**src/rtl/ising_pkg.sv**
```systemverilog
// Shared definitions for the Ising spin updater: FSM state encoding,
// accumulator width helper and spin encoding constants.
package ising_pkg;

  typedef enum logic [2:0] {
    IDLE   = 3'd0,
    ISSUE  = 3'd1,
    WAIT   = 3'd2,
    UPDATE = 3'd3,
    FINISH = 3'd4
  } state_t;

  localparam logic SPIN_POS = 1'b1;
  localparam logic SPIN_NEG = 1'b0;

  // Dot-product accumulator width for n-bit J elements over vw spins.
  function automatic int acc_width(input int n, input int vw);
    return n + 2 * $clog2(vw);
  endfunction

endpackage

```
**src/rtl/ising_spin_updater_if.sv**
```systemverilog
// Request/response channel between the spin updater (master) and the
// dot-product engine (slave).
interface ising_spin_updater_if
  import ising_pkg::*;
#(
  parameter int VECTOR_WIDTH = 256,
  parameter int N            = 8,
  parameter int ACC_WIDTH    = acc_width(N, VECTOR_WIDTH)
);
  localparam int IDX_W = $clog2(VECTOR_WIDTH);

  logic                    mm_start;
  logic [IDX_W-1:0]        mm_col_idx;
  logic [ACC_WIDTH:0]      mm_e_p;
  logic signed [ACC_WIDTH:0] mm_dot_result;
  logic                    mm_done;
  logic                    mm_flag;

  modport master (
    output mm_start, mm_col_idx, mm_e_p,
    input  mm_dot_result, mm_done, mm_flag
  );

  modport slave (
    input  mm_start, mm_col_idx, mm_e_p,
    output mm_dot_result, mm_done, mm_flag
  );
endinterface

```
**src/rtl/ising_lfsr16.sv**
```systemverilog
// 16-bit Fibonacci LFSR (taps 16,14,13,11), seeded with 0xACE1 on reset and
// on seed_load; advances one position per step.
module ising_lfsr16 (
  input  logic        clk,
  input  logic        rst_n,
  input  logic        step,
  input  logic        seed_load,
  output logic [15:0] value
);
  localparam logic [15:0] SEED = 16'hACE1;

  logic [15:0] lfsr_q;

  // Shift register with reseed taking priority over stepping.
  always_ff @(posedge clk or negedge rst_n) begin
    if (!rst_n) begin
      lfsr_q <= SEED;
    end else if (seed_load) begin
      lfsr_q <= SEED;
    end else if (step) begin
      lfsr_q <= {lfsr_q[14:0], lfsr_q[15] ^ lfsr_q[13] ^ lfsr_q[12] ^ lfsr_q[10]};
    end
  end

  assign value = lfsr_q;
endmodule

```
**src/rtl/ising_spin_updater.sv**
```systemverilog
// Sequencer and spin-update stage around the dot-product engine: walks every
// spin index for num_sweeps sweeps, requests the local field, and flips the
// spin when that lowers the energy. Optional feature macro:
// SPIN_UPDATE_ANNEAL_EN enables LFSR-driven acceptance of uphill flips.
module ising_spin_updater
  import ising_pkg::*;
#(
  parameter int VECTOR_WIDTH = 256,
  parameter int N            = 8,
  parameter int ACC_WIDTH    = acc_width(N, VECTOR_WIDTH),
  parameter int SWEEP_W      = 16
)(
  input  logic                      clk,
  input  logic                      rst_n,
  input  logic                      run,
  input  logic [SWEEP_W-1:0]        num_sweeps,
  input  logic [VECTOR_WIDTH-1:0]   sigma_init,
  input  logic signed [ACC_WIDTH+1:0] energy_init,
  input  logic [7:0]                accept_thr,
  ising_spin_updater_if.master      mm,
  output logic [VECTOR_WIDTH-1:0]   sigma,
  output logic signed [ACC_WIDTH+1:0] energy,
  output logic                      busy,
  output logic                      sweep_done,
  output logic [15:0]               abort_count
);
  localparam int IDX_W = $clog2(VECTOR_WIDTH);
  localparam int RW    = ACC_WIDTH + 1;
  localparam int EW    = ACC_WIDTH + 2;
  localparam int DW    = ACC_WIDTH + 3;

  state_t                   state_q, state_d;
  logic [IDX_W-1:0]         idx_q, idx_d;
  logic [SWEEP_W-1:0]       sweep_q, sweep_d;
  logic [SWEEP_W-1:0]       sweeps_q, sweeps_d;
  logic [VECTOR_WIDTH-1:0]  sigma_q, sigma_d;
  logic signed [EW-1:0]     energy_q, energy_d;
  logic [15:0]              abort_q, abort_d;
  logic signed [RW-1:0]     h_q;
  logic                     flag_q;
  logic signed [DW-1:0]     delta;
  logic                     flip;
  logic                     uphill_ok;

  function automatic logic [15:0] sat_inc16(input logic [15:0] v);
    return (v == 16'hFFFF) ? v : v + 16'd1;
  endfunction

  // Energy change for flipping a spin of value s in local field h.
  function automatic logic signed [DW-1:0] spin_delta(input logic s,
                                                      input logic signed [RW-1:0] h);
    logic signed [DW-1:0] two_h;
    two_h = {{(DW - RW){h[RW-1]}}, h} << 1;
    return (s == SPIN_POS) ? -two_h : two_h;
  endfunction

`ifdef SPIN_UPDATE_ANNEAL_EN
  logic [15:0] lfsr_val;
  logic        lfsr_step;
  logic        lfsr_seed;

  assign lfsr_step = (state_q == UPDATE);
  assign lfsr_seed = (state_q == IDLE) && run;

  ising_lfsr16 u_lfsr (
    .clk       (clk),
    .rst_n     (rst_n),
    .step      (lfsr_step),
    .seed_load (lfsr_seed),
    .value     (lfsr_val)
  );

  assign uphill_ok = (lfsr_val[7:0] < accept_thr);
`else
  logic unused_accept_thr;
  assign unused_accept_thr = ^accept_thr;
  assign uphill_ok = 1'b0;
`endif

  // Next-state logic: FSM transitions plus spin/energy/counter updates.
  always_comb begin
    state_d  = state_q;
    idx_d    = idx_q;
    sweep_d  = sweep_q;
    sweeps_d = sweeps_q;
    sigma_d  = sigma_q;
    energy_d = energy_q;
    abort_d  = abort_q;
    delta    = spin_delta(sigma_q[idx_q], h_q);
    flip     = 1'b0;
    case (state_q)
      IDLE: begin
        if (run) begin
          sigma_d  = sigma_init;
          energy_d = energy_init;
          idx_d    = '0;
          sweep_d  = '0;
          abort_d  = '0;
          sweeps_d = (num_sweeps == '0) ? SWEEP_W'(1) : num_sweeps;
          state_d  = ISSUE;
        end
      end
      ISSUE: state_d = WAIT;
      WAIT: begin
        if (mm.mm_done) state_d = UPDATE;
      end
      UPDATE: begin
        // A flagged result is partial, so it never drives a flip.
        if (flag_q) begin
          abort_d = sat_inc16(abort_q);
        end else begin
          flip = (delta < 0) || ((delta > 0) && uphill_ok);
        end
        if (flip) begin
          sigma_d[idx_q] = ~sigma_q[idx_q];
          energy_d       = energy_q + $signed(delta[EW-1:0]);
        end
        if (idx_q == IDX_W'(VECTOR_WIDTH - 1)) begin
          idx_d   = '0;
          sweep_d = sweep_q + SWEEP_W'(1);
          state_d = (sweep_q == sweeps_q - SWEEP_W'(1)) ? FINISH : ISSUE;
        end else begin
          idx_d   = idx_q + IDX_W'(1);
          state_d = ISSUE;
        end
      end
      FINISH:  state_d = IDLE;
      default: state_d = IDLE;
    endcase
  end

  // Control and architectural state registers.
  always_ff @(posedge clk or negedge rst_n) begin
    if (!rst_n) begin
      state_q  <= IDLE;
      idx_q    <= '0;
      sweep_q  <= '0;
      sweeps_q <= SWEEP_W'(1);
      sigma_q  <= {VECTOR_WIDTH{SPIN_NEG}};
      energy_q <= '0;
      abort_q  <= '0;
    end else begin
      state_q  <= state_d;
      idx_q    <= idx_d;
      sweep_q  <= sweep_d;
      sweeps_q <= sweeps_d;
      sigma_q  <= sigma_d;
      energy_q <= energy_d;
      abort_q  <= abort_d;
    end
  end

  // Engine response capture; only a result arriving in WAIT is taken.
  always_ff @(posedge clk) begin
    if ((state_q == WAIT) && mm.mm_done) begin
      h_q    <= mm.mm_dot_result;
      flag_q <= mm.mm_flag;
    end
  end

  assign mm.mm_start   = (state_q == ISSUE);
  assign mm.mm_col_idx = idx_q;
  assign mm.mm_e_p     = {1'b0, {ACC_WIDTH{1'b1}}};
  assign sigma         = sigma_q;
  assign energy        = energy_q;
  assign busy          = (state_q != IDLE);
  assign sweep_done    = (state_q == FINISH);
  assign abort_count   = abort_q;
endmodule
```
**src/flat_wrapper.sv**
```systemverilog
// flat-port wrapper written by rule: the top's interface ports become plain ports
module ising_spin_updater_flat import ising_pkg::*;
#(
  parameter int VECTOR_WIDTH = 256,
  parameter int N            = 8,
  parameter int ACC_WIDTH    = acc_width(N, VECTOR_WIDTH),
  parameter int SWEEP_W      = 16
)
  (clk, rst_n, run, num_sweeps, sigma_init, energy_init, accept_thr, sigma, energy, busy, sweep_done, abort_count, mm_mm_start, mm_mm_col_idx, mm_mm_e_p, mm_mm_dot_result, mm_mm_done, mm_mm_flag);
  ising_spin_updater_if #(.VECTOR_WIDTH(VECTOR_WIDTH), .N(N), .ACC_WIDTH(ACC_WIDTH)) mm_i ();
  input  logic clk;
  input  logic rst_n;
  input  logic run;
  input  logic [SWEEP_W-1:0] num_sweeps;
  input  logic [VECTOR_WIDTH-1:0] sigma_init;
  input  logic signed [ACC_WIDTH+1:0] energy_init;
  input  logic [7:0] accept_thr;
  output logic [VECTOR_WIDTH-1:0] sigma;
  output logic signed [ACC_WIDTH+1:0] energy;
  output logic busy;
  output logic sweep_done;
  output logic [15:0] abort_count;
  output wire logic [$bits(mm_i.mm_start)-1:0] mm_mm_start;
  output wire logic [$bits(mm_i.mm_col_idx)-1:0] mm_mm_col_idx;
  output wire logic [$bits(mm_i.mm_e_p)-1:0] mm_mm_e_p;
  input wire logic [$bits(mm_i.mm_dot_result)-1:0] mm_mm_dot_result;
  input wire logic [$bits(mm_i.mm_done)-1:0] mm_mm_done;
  input wire logic [$bits(mm_i.mm_flag)-1:0] mm_mm_flag;
  assign mm_mm_start = mm_i.mm_start;
  assign mm_mm_col_idx = mm_i.mm_col_idx;
  assign mm_mm_e_p = mm_i.mm_e_p;
  assign mm_i.mm_dot_result = mm_mm_dot_result;
  assign mm_i.mm_done = mm_mm_done;
  assign mm_i.mm_flag = mm_mm_flag;
  ising_spin_updater #(.VECTOR_WIDTH(VECTOR_WIDTH), .N(N), .ACC_WIDTH(ACC_WIDTH), .SWEEP_W(SWEEP_W)) u_core (.clk(clk), .rst_n(rst_n), .run(run), .num_sweeps(num_sweeps), .sigma_init(sigma_init), .energy_init(energy_init), .accept_thr(accept_thr), .mm(mm_i), .sigma(sigma), .energy(energy), .busy(busy), .sweep_done(sweep_done), .abort_count(abort_count));
endmodule
```
**config.mk**
```make
export PLATFORM = sky130hd
export DESIGN_NAME = ising_spin_updater_flat
export DESIGN_NICKNAME = d
export VERILOG_FILES = /design/src/rtl/ising_pkg.sv /design/src/rtl/ising_spin_updater_if.sv /design/src/rtl/ising_lfsr16.sv /design/src/rtl/ising_spin_updater.sv /design/src/flat_wrapper.sv
export SDC_FILE = /design/constraint.sdc
export NUM_CORES = 1
export LEC_CHECK = 0
export ABC_AREA = 1
export BUFFER_PORTS_ARGS = -buffer_cell sky130_fd_sc_hd__buf_2
export CAP_MARGIN = 20
export CORE_ASPECT_RATIO = 0.9
export CORE_UTILIZATION = 35
export CTS_BUF_LIST = sky130_fd_sc_hd__clkbuf_4
export DETAILED_ROUTE_END_ITERATION = 10
export GPL_TIMING_DRIVEN = 0
export SYNTH_ARGS = -nofsm -noshare
export SYNTH_HDL_FRONTEND = slang
export SYNTH_SLANG_ARGS = --single-unit
```
**constraint.sdc**
```tcl
create_clock -name clk -period 3.85 [get_ports clk]
set_input_delay 0.1925 -clock clk [delete_from_list [all_inputs] [get_ports clk]]
set_output_delay 0.1925 -clock clk [all_outputs]
set_load 0.02 [all_outputs]
```
After elaboration in Yosys (flattened, before gate mapping). Index checks and enable logic that the tools add are counted.

Register bits: 367. RAM bits: 0. Output and inout bits: 334. Logic and storage cells: 73. Bits of input ports: 336. Bits in latches: 0. Memories kept: 0. Bits in read-only memories: 0.

Div/mod/pow operators: 0. Add/sub/neg operators: 6. Reduce and logical (&&, ||, !) cells: 12. Eq/ne operators: 13. Shifts and indexed selects: 0. Mux-type cells: 29. $mul: 0. Magnitude comparators: 3. Bitwise logic cells: 1.

Operators by type and width (count): 2-to-1 mux 256 bit (2); one-hot mux 256 bit (2 select lines) (1); bitwise mux 256 bit (1); 2-to-1 mux 16 bit (5); one-hot mux 16 bit (2 select lines) (2); 2-to-1 mux 26 bit (2); one-hot mux 26 bit (2 select lines) (1); adder 16 x 1 -> 16 bit (second input constant) (2); < comparator 27 x 1 -> 1 bit (second input constant) (1); 2-to-1 mux 27 bit (1); negator 26 -> 27 bit (1); adder 26 bit (1); == test 16 bit (1); == test 16 bit (second input constant) (1); logical NOT 16 bit (1); 2-to-1 mux 8 bit (2); one-hot mux 8 bit (2 select lines) (1); subtractor 16 x 1 -> 16 bit (second input constant) (1); 2-to-1 mux 3 bit (4); one-hot mux 3 bit (4 select lines) (1); < comparator 8 x 9 -> 1 bit (second input constant) (1); adder 8 x 1 -> 8 bit (second input constant) (1); binary-select mux 1 bit (select 8 bit) (1); demux 1 bit (select 8 bit) (1); other kinds (16) (28).

Depth between registers and ports, before layout. Gate-level depths: netlist (run 1).

Depth after elaboration: 8. Mapped depth: 36. Gate-level depth less buffers: 31.

Worst setup path after synthesis (run 1). Ideal clock, no wire load.

Kind: register -> register. Start point: register u_core.idx_q[1], in the netlist u_core.mm.mm_col_idx[1]. End point: register u_core.energy_q[18], in the netlist u_core.energy[18]. Setup slack: -325 ps. Stages on the path, launching flop included: 32. Period minus slack after synthesis: 4175 ps. Setup time: 118 ps. Arrival: 4057 ps. Path buffers: 4. Data required time: 3732 ps. Cell sequence: dfrtp_1 -> buf_4 -> inv_2 -> buf_4 -> buf_2 -> o211ai_1 -> nand2_1 -> nand2_1 -> nand2_1 -> o21ai_1 -> nand2_1 -> o21bai_1 -> nand2_1 -> nor2_4 -> clkbuf_1 -> nor2_1 -> xor2_1 -> ha_1 -> nand3_1 -> nand2_1 -> a21boi_0 -> o21ai_0 -> inv_1 -> o21bai_1 -> nand2_1 -> nand2_1 -> a21oi_1 -> or2_2 -> nand3_1 -> nand2_1 -> nand3_1 -> nand2_1.

Word-level cells in the longest chain between the ends: 8. Elaborated cells on any way between the ends: 11. Classes of those cells: add/sub: 1; order compare: 1; eq/ne: 1; mux: 7; reduce/logical: 1.

RTL lines: start: declaration (line ising_spin_updater.sv:33) `logic [IDX_W-1:0] idx_q, idx_d;`; start signal: assignment (line ising_spin_updater.sv:144) `idx_q <= idx_d;`; binary-select mux 1 bit (select 8 bit) (*) (line ising_spin_updater.sv:89) `delta = spin_delta(sigma_q[idx_q], h_q);`; 2-to-1 mux 1 bit (implied by the code) (*) (line ising_spin_updater.sv:89); 2-to-1 mux 27 bit (*) (line ising_spin_updater.sv:54) `return (s == SPIN_POS) ? -two_h : two_h;`; < comparator 27 x 1 -> 1 bit (line ising_spin_updater.sv:112) `flip = (delta < 0) || ((delta > 0) && uphill_ok);`; 2-to-1 mux 1 bit (line ising_spin_updater.sv:109) `if (flag_q) begin`; 2-to-1 mux 1 bit (line ising_spin_updater.sv:91) `case (state_q)`; inequality test 2 x 1 -> 1 bit (no line); AND reduction 3 bit (no line); end signal: assignment (line ising_spin_updater.sv:148) `energy_q <= energy_d;`; end: declaration (line ising_spin_updater.sv:37) `logic signed [EW-1:0] energy_q, energy_d;`.

Every way passes the cells marked *; elsewhere a longest branch is shown, timed or not. The select of a mux whose other input is x is not followed. A chain may end at the register's enable or synchronous reset.

Worst setup path in the final report (run 1).
Start point: register u_core.idx_q[1], in the netlist u_core.mm.mm_col_idx[1]. End point: register u_core.energy_q[10], in the netlist u_core.energy[10].

The elaborated chain is that of the path after synthesis.

==> flow_summary.toml, run 1 <==
[status]
status = "complete, but fails checks"
failed_checks = "setup timing"

[sta]
finalSetupViolCount = 21
maxSlewHeadroom_pct = 20.1
fin_ws_ps = -603
post-route-period-util_pct = 116
finalClockSkew_ps = 83.3
setup_tns_ps = -9290
fmaxAchievable_mhz = 225
whs_ps = 67.1
hold_violations = 0
rsz0062_at_grt = "yes"
period_needed_ps = 4450
maxSlewViolCount = 0
worstMarginPinSlew_ps = 1190

[detailed_routing]
ant_nets = 0
vias = 32200
drc_errors = 0
routed_wl_um = 139000
route.detailed.wl_per_inst_um = 22.8
first_pass_iters = 6
drt_iter0_drc = 3327
viasPerCell = 5.26

[floorplan]
die-area_sq_mm = 0.0729
die_y_um = 256
fp.dieW_um = 284
ios = 670
rows = 92
core_area_sq_mm = 0.0706
start_util_pct = 35.6

[run]
cap_violations = 0

[power_and_ir_drop]
p_per_area_mw_per_mm2 = 1020
p_seq_share_pct = 17.8
leakage_nw = 18.2
comb_power_share_pct = 72.0
clkPwrFrac_pct = 10.1
switching_share_pct = 54.8
vdd_drop_max_mv = 0.666
intPower_mw = 17.1
power_mw = 37.8
power.switching_mw = 20.7

[place]
gp_congestion = 0.940
place_worst_setup_slack_ps = -1820
port-buffer-count = 636
dp_hpwl_um = 98600
dp.cells = 5449
dpl_cell_area_sq_mm = 0.0300

[setup_path]
cp_data_required_time_ps = 4670
cp-end-kind = "flop"
critPathArrivalTime_ps = 5280
slowest_delay_ps = 430
path_max_fanout = 10
crit_path_start_kind = "flop"
critPathSlowestCell = "dfrtp_2"
path_class = "flop to flop"
path_common_cell = "nand2_1"

[layout]
final_util_pct = 52.6
design_area_sq_mm = 0.0371
finalNonFillerCells = 6114
drive_above_1_share_pct = 23.3
fin_nets = 5461
areaGrowthSynthToFinish_pct = 47.6

[cts]
clk_latency_ps = 950
clock_path_buffers = 3
ctsHtreeMaxLevel = 3
cts_buffers = 109
cts_tree = "built"
clock-root-buffer = "clkbuf_4"
path_clk_slew_ps = 70
cts.sinks = 367

[yosys]
syn_area_sq_mm = 0.0251
yosysWarnings = 0
synth_edf_count = 26
synth-seq-cells = 367
async_reset_ff_share_pct = 92.9
synth_seq_area_share_pct = 37.1
syn_inst = 3834
yosysTopAreaCell = "dfrtp_1"
synth_area_leaders = "dfrtp_1, nand2_1, o21ai_1"
netlist.area_leader.share_pct = 33.9
synth.distinct_cells = 53
postSynthAreaPerCell_sq_um = 6.55
synthFlopType = "dfrtp_1"

[global_route]
grt_max_degree = 106
grt-ovfl-total = 0
antenna_found_initial = 9
grt_pass1_wl_um = 200000
grtUsageTotal_pct = 37.0
grt_pass1_vias = 30900

[worst_hold_path]
min_path_type = "input pin to flop"
-- power groups by stage --
stage                     clock [mW]  combinational [mW]  sequential [mW]
after global placement             0                21.0             6.74
after detailed placement           0                21.2             6.73
after floorplan                    0                11.9             8.03
after CTS                       3.88                25.5             6.68
after global routing            4.07                29.1             6.86
final                           3.84                27.2             6.74
-- critical path: cells and delay by family, from the launching register on --
| family | cells | cell delay [ps] |
|---|---|---|
| simple gates | 17 | 1540 |
| compound gates | 3 | 350 |
| xor+xnor | 1 | 240 |
| buf+inv | 10 | 1440 |
| flops | 1 | 430 |
| fa+ha+maj | 1 | 320 |
-- flip-flops by register name (all words and copies together) (netlist names) --
register	cells
u_core.sweeps_q	16
u_core.mm.mm_col_idx	8
u_core.sweep_q	16
u_core.sigma	256
u_core.abort_count	16
u_core.energy	26
u_core.h_q	25
u_core.flag_q	1
u_core.state_q	3
-- area by class of cell --
| class | count | area (sq um) |
|---|---|---|
| Timing Repair inverter | 1 | 16.3 |
| Tap cell | 940 | 1180 |
| Clock inverter | 35 | 205 |
| Clock buffer | 147 | 1100 |
| Antenna cell | 12 | 30.0 |
| Timing Repair Buffer | 1124 | 8270 |
| Sequential cell | 367 | 9320 |
| Buffer | 238 | 1760 |
| Multi-Input combinational cell | 2890 | 13800 |
| Inverter | 360 | 1370 |
| Fill cell | 6985 | 33500 |
-- timing repair --
item,4_1_cts,5_1_grt
endpoints found under the setup margin,281,26
hold buffers,370,0
gates cloned,9,0
hold endpoints to repair,586,0
pin swaps,87,82
gates resized for setup,243,62
buffers inserted,74,20
-- cells in the final DEF (no fill, tap or decap), types with 36 or more instances in the layout --
cell type,instances
inv_1,350
o21ai_1,471
dfrtp_1,337
dlygate4sd3_1,369
nor2_1,180
o21ai_0,326
buf_6,44
clkbuf_4,151
clkbuf_1,118
xor2_1,36
nand2_1,1345
nand3_1,158
buf_4,112
buf_2,640
-- path summary, 6_finish.rpt --
check	startpoint	to	slack, ps	cells past startpoint
worst min register to register	u_core.state_q[2]	u_core.state_q[0]	460	1
worst max-delay path	u_core.mm.mm_col_idx[1]	u_core.energy[10]	-600	32
worst min-delay path	num_sweeps[8]	u_core.sweeps_q[8]	70	4
max in group asynchronous	rst_n	u_core.sigma[220]	2290	5
min in group asynchronous	rst_n	u_core.sigma[91]	430	4
worst max register to register	u_core.mm.mm_col_idx[1]	u_core.energy[10]	-600	32
-- cells by family (layout without fill, tap and decap cells) --
logic type	after synthesis	in the layout	synth area share, %
and+or+nand+nor	1834	1834	29.0
AOI/OAI and AO/OA	939	939	19.6
buffers and inverters	600	1905	10.5
DFF	367	367	37.1
xor gates and xnor gates	53	53	1.85
adders and majority gates	34	34	1.72
muxes	5	5	0.199
other	2	37	0.0299
-- synthesized netlist by cell type (all sizes together) (2+ instances only) --
cell and count:
or2 10, nand3 178, o211ai 9, xnor2 15, nor2 206, a21oi 51
nor3 27, nor4 11, a22oi 23, o31ai 2, inv 360, a21o 2
o21bai 5, ha 33, o21a 2, clkbuf 137, o22ai 4, nand2 1385
mux2i 5, conb 2, edfxtp 26, dfrtp 340, a31oi 4, a211oi 5
o21ai 821, xor2 38, buf 103, nand4 15, a32oi 5
-- per-layer routing --
layer	part of all wire, %	track usage [%]	vias up	wire [um]
li1	-	-	15000	-
met1	38	44.9	15100	53500
met2	46	60.7	1720	64300
met4	5.6	18.4	4	7860
met5	0.019	0	-	26
met3	9.8	9.54	414	13600
Power figures use the tool's default switching activity.
==> inputs of run 2 (changes only) <==
--- a/config.mk
+++ b/config.mk
@@ -13,6 +13,7 @@
 export CTS_BUF_LIST = sky130_fd_sc_hd__clkbuf_4
 export DETAILED_ROUTE_END_ITERATION = 10
 export GPL_TIMING_DRIVEN = 0
+export RECOVER_POWER = 25
 export SYNTH_ARGS = -nofsm -noshare
 export SYNTH_HDL_FRONTEND = slang
 export SYNTH_SLANG_ARGS = --single-unit
==> constraint.sdc (replaced) <==
create_clock -name clk -period 4.1 [get_ports clk]
set_input_delay 0.205 -clock clk [delete_from_list [all_inputs] [get_ports clk]]
set_output_delay 0.205 -clock clk [all_outputs]
set_load 0.02 [all_outputs]
==> flow_summary.toml, run 2 (synthesized netlist as in run 1, its figures left out) <==
[status]
status = "complete, but fails checks"
failed_checks = "capacitance limit, slew limit, setup timing"

[layout]
multi_input_area_sq_mm = 0.0138
fill_cells = 6923
design_area_sq_mm = 0.0368
areaGrowthSynthToFinish_pct = 46.4
seq_area_sq_mm = 0.00932
layout_commonest_cell = "nand2_1"
largest_register_ffs = 256
layout_common_cells = "nand2_1, buf_2, o21ai_1, dlygate4sd3_1, inv_1"
fin_nets = 5450
drive_above_1_share_pct = 23.2

[cts]
clock_path_buffers = 3
cts.sinks = 367
ctsHtreeMaxLevel = 3
cts_buffers = 110
clock-root-buffer = "clkbuf_4"
path_clk_slew_ps = 60
clk_latency_ps = 960
cts_tree = "built"

[place]
place_worst_setup_slack_ps = -1970
dp_hpwl_um = 98700
port-buffer-count = 636
dpl_cell_area_sq_mm = 0.0300
gp_congestion = 0.924

[detailed_routing]
routed_wl_um = 138000
vias = 32100
ant_nets = 0
route.detailed.wl_per_inst_um = 22.6
drc_errors = 0
drt_iter0_drc = 3299
viasPerCell = 5.27
first_pass_iters = 6

[sta]
rsz0062_at_grt = "yes"
finalClockSkew_ps = 79.4
post-route-period-util_pct = 110
period_needed_ps = 4530
finalSetupViolCount = 19
maxSlewViolCount = 198
maxSlewHeadroom_pct = -80.1
whs_ps = 88.7
worstMarginPinSlew_ps = 2700
hold_violations = 0
fmaxAchievable_mhz = 221
fin_ws_ps = -426
setup_tns_ps = -5370

[global_route]
grt-ovfl-total = 0
grt-busiest-layer = "met2"
grt_util_met2_pct = 58.9
grt_pass1_wl_um = 196000
grt_pass1_vias = 30200
grtUsageTotal_pct = 36.3
grtUsageMet1_pct = 44.5
antenna_found_initial = 8
grt_use_met3_pct = 9.59
grt_max_degree = 90

[power_and_ir_drop]
leakage_nw = 18.1
power_mw = 35.0
vdd_drop_max_mv = 0.661
p_per_area_mw_per_mm2 = 952

[setup_path]
r2r_slack_ps = -430
rr_endpoint = "u_core.energy[22]"
crit_path_start_kind = "flop"
critPathArrivalTime_ps = 5370
cp_data_required_time_ps = 4940
cp-end-kind = "flop"
path_max_fanout = 9
path_common_cell = "nand2_1"
path_class = "flop to flop"
critPathSlowestCell = "dfrtp_2"
r2r_start = "u_core.mm.mm_col_idx[0]"
slowest_delay_ps = 370
r2r_cells = 33

[floorplan]
ios = 670
start_util_pct = 35.6
die-area_sq_mm = 0.0729
die_y_um = 256
rows = 92
fp.dieW_um = 284
core_area_sq_mm = 0.0706

[worst_hold_path]
worstHoldStart = "num_sweeps[8]"
min_path_type = "input pin to flop"
hold_depth = 4
min_to = "u_core.sweeps_q[8]"

[run]
cap_violations = 3
[run 2: changes by cell type in the layout (fill, tap and decap cells not counted), moves of 4 or more]
cell      before  now
a21oi_1       35   31
clkinv_1      24   14
buf_8         18    8
diode_2       12    6
o21ai_2       24   18
clkbuf_1     118  122
clkinv_2       5    1
nand2_2       35   31
buf_16        12    8
buf_4        112  101
nor2_2        16   20
clkbuf_4     151  169
[run 2: worst max-delay path, delay by kind of cell (launching register included)]
family,cells,cell delay (ps)
and+or+nand+nor,22,2090
DFF,1,370
AOI/OAI and AO/OA,1,220
buffers and inverters,8,1220
adders and majority gates,1,340
xor gates and xnor gates,1,160
[run 2: worst max path at each step]
stage	slack, ps	end	cells after the start	startpoint
after CTS	-330	u_core.energy[22]	31	u_core.mm.mm_col_idx[0]
after global placement	-5320	u_core.mm.mm_col_idx[1]	1	rst_n
after floorplan	8	u_core.energy[18]	29	u_core.mm.mm_col_idx[2]
after global routing	-670	u_core.energy[21]	36	u_core.mm.mm_col_idx[0]
final	-430	u_core.energy[22]	33	u_core.mm.mm_col_idx[0]
after detailed placement	-1970	u_core.energy[18]	30	u_core.mm.mm_col_idx[1]
[run 2: metrics by stage]
| step | instances | util, % |
|---|---|---|
| 3_3_place_gp | 5433 | 41.9 |
| 2_1_floorplan | 3857 | - |
| 5_1_grt | 6092 | 52.1 |
| 6_report | 6095 | 52.1 |
| 3_5_place_dp | 5451 | 42.5 |
| 4_1_cts | 6069 | 51.5 |
[run 2: final cells by class]
type	instances	share of cell area (%)
multi-input combinational	2890	37.5
tap	940	3.20
inverter	360	3.70
clock buffer	161	3.29
antenna	6	0.0408
clock inverter	20	0.330
sequential	367	25.3
timing repair buffer	1113	22.0
buffer	237	4.56
timing repair inverter	1	0.0204
[run 2: metal layers]
metal,vias to the layer above,part of all wire [%]
li1,15000,-
met1,14900,39
met2,1820,45
met3,436,10
met4,4,6.2
met5,-,0.019
[run 2: power breakdown]
part	switching (mW)	internal (mW)
logic	16.3	8.80
clock network	1.79	1.83
registers	1.18	5.11
total	19.3	15.7
[run 2: what timing repair did]
action / CTS / global route
setup endpoints to repair: 40 / 22
hold buffers: 371 / 0
hold endpoints to repair: 549 / 0
gates resized for setup: 191 / 108
cloned: 4 / 3
setup buffers: 64 / 19
pin swaps: 53 / 78
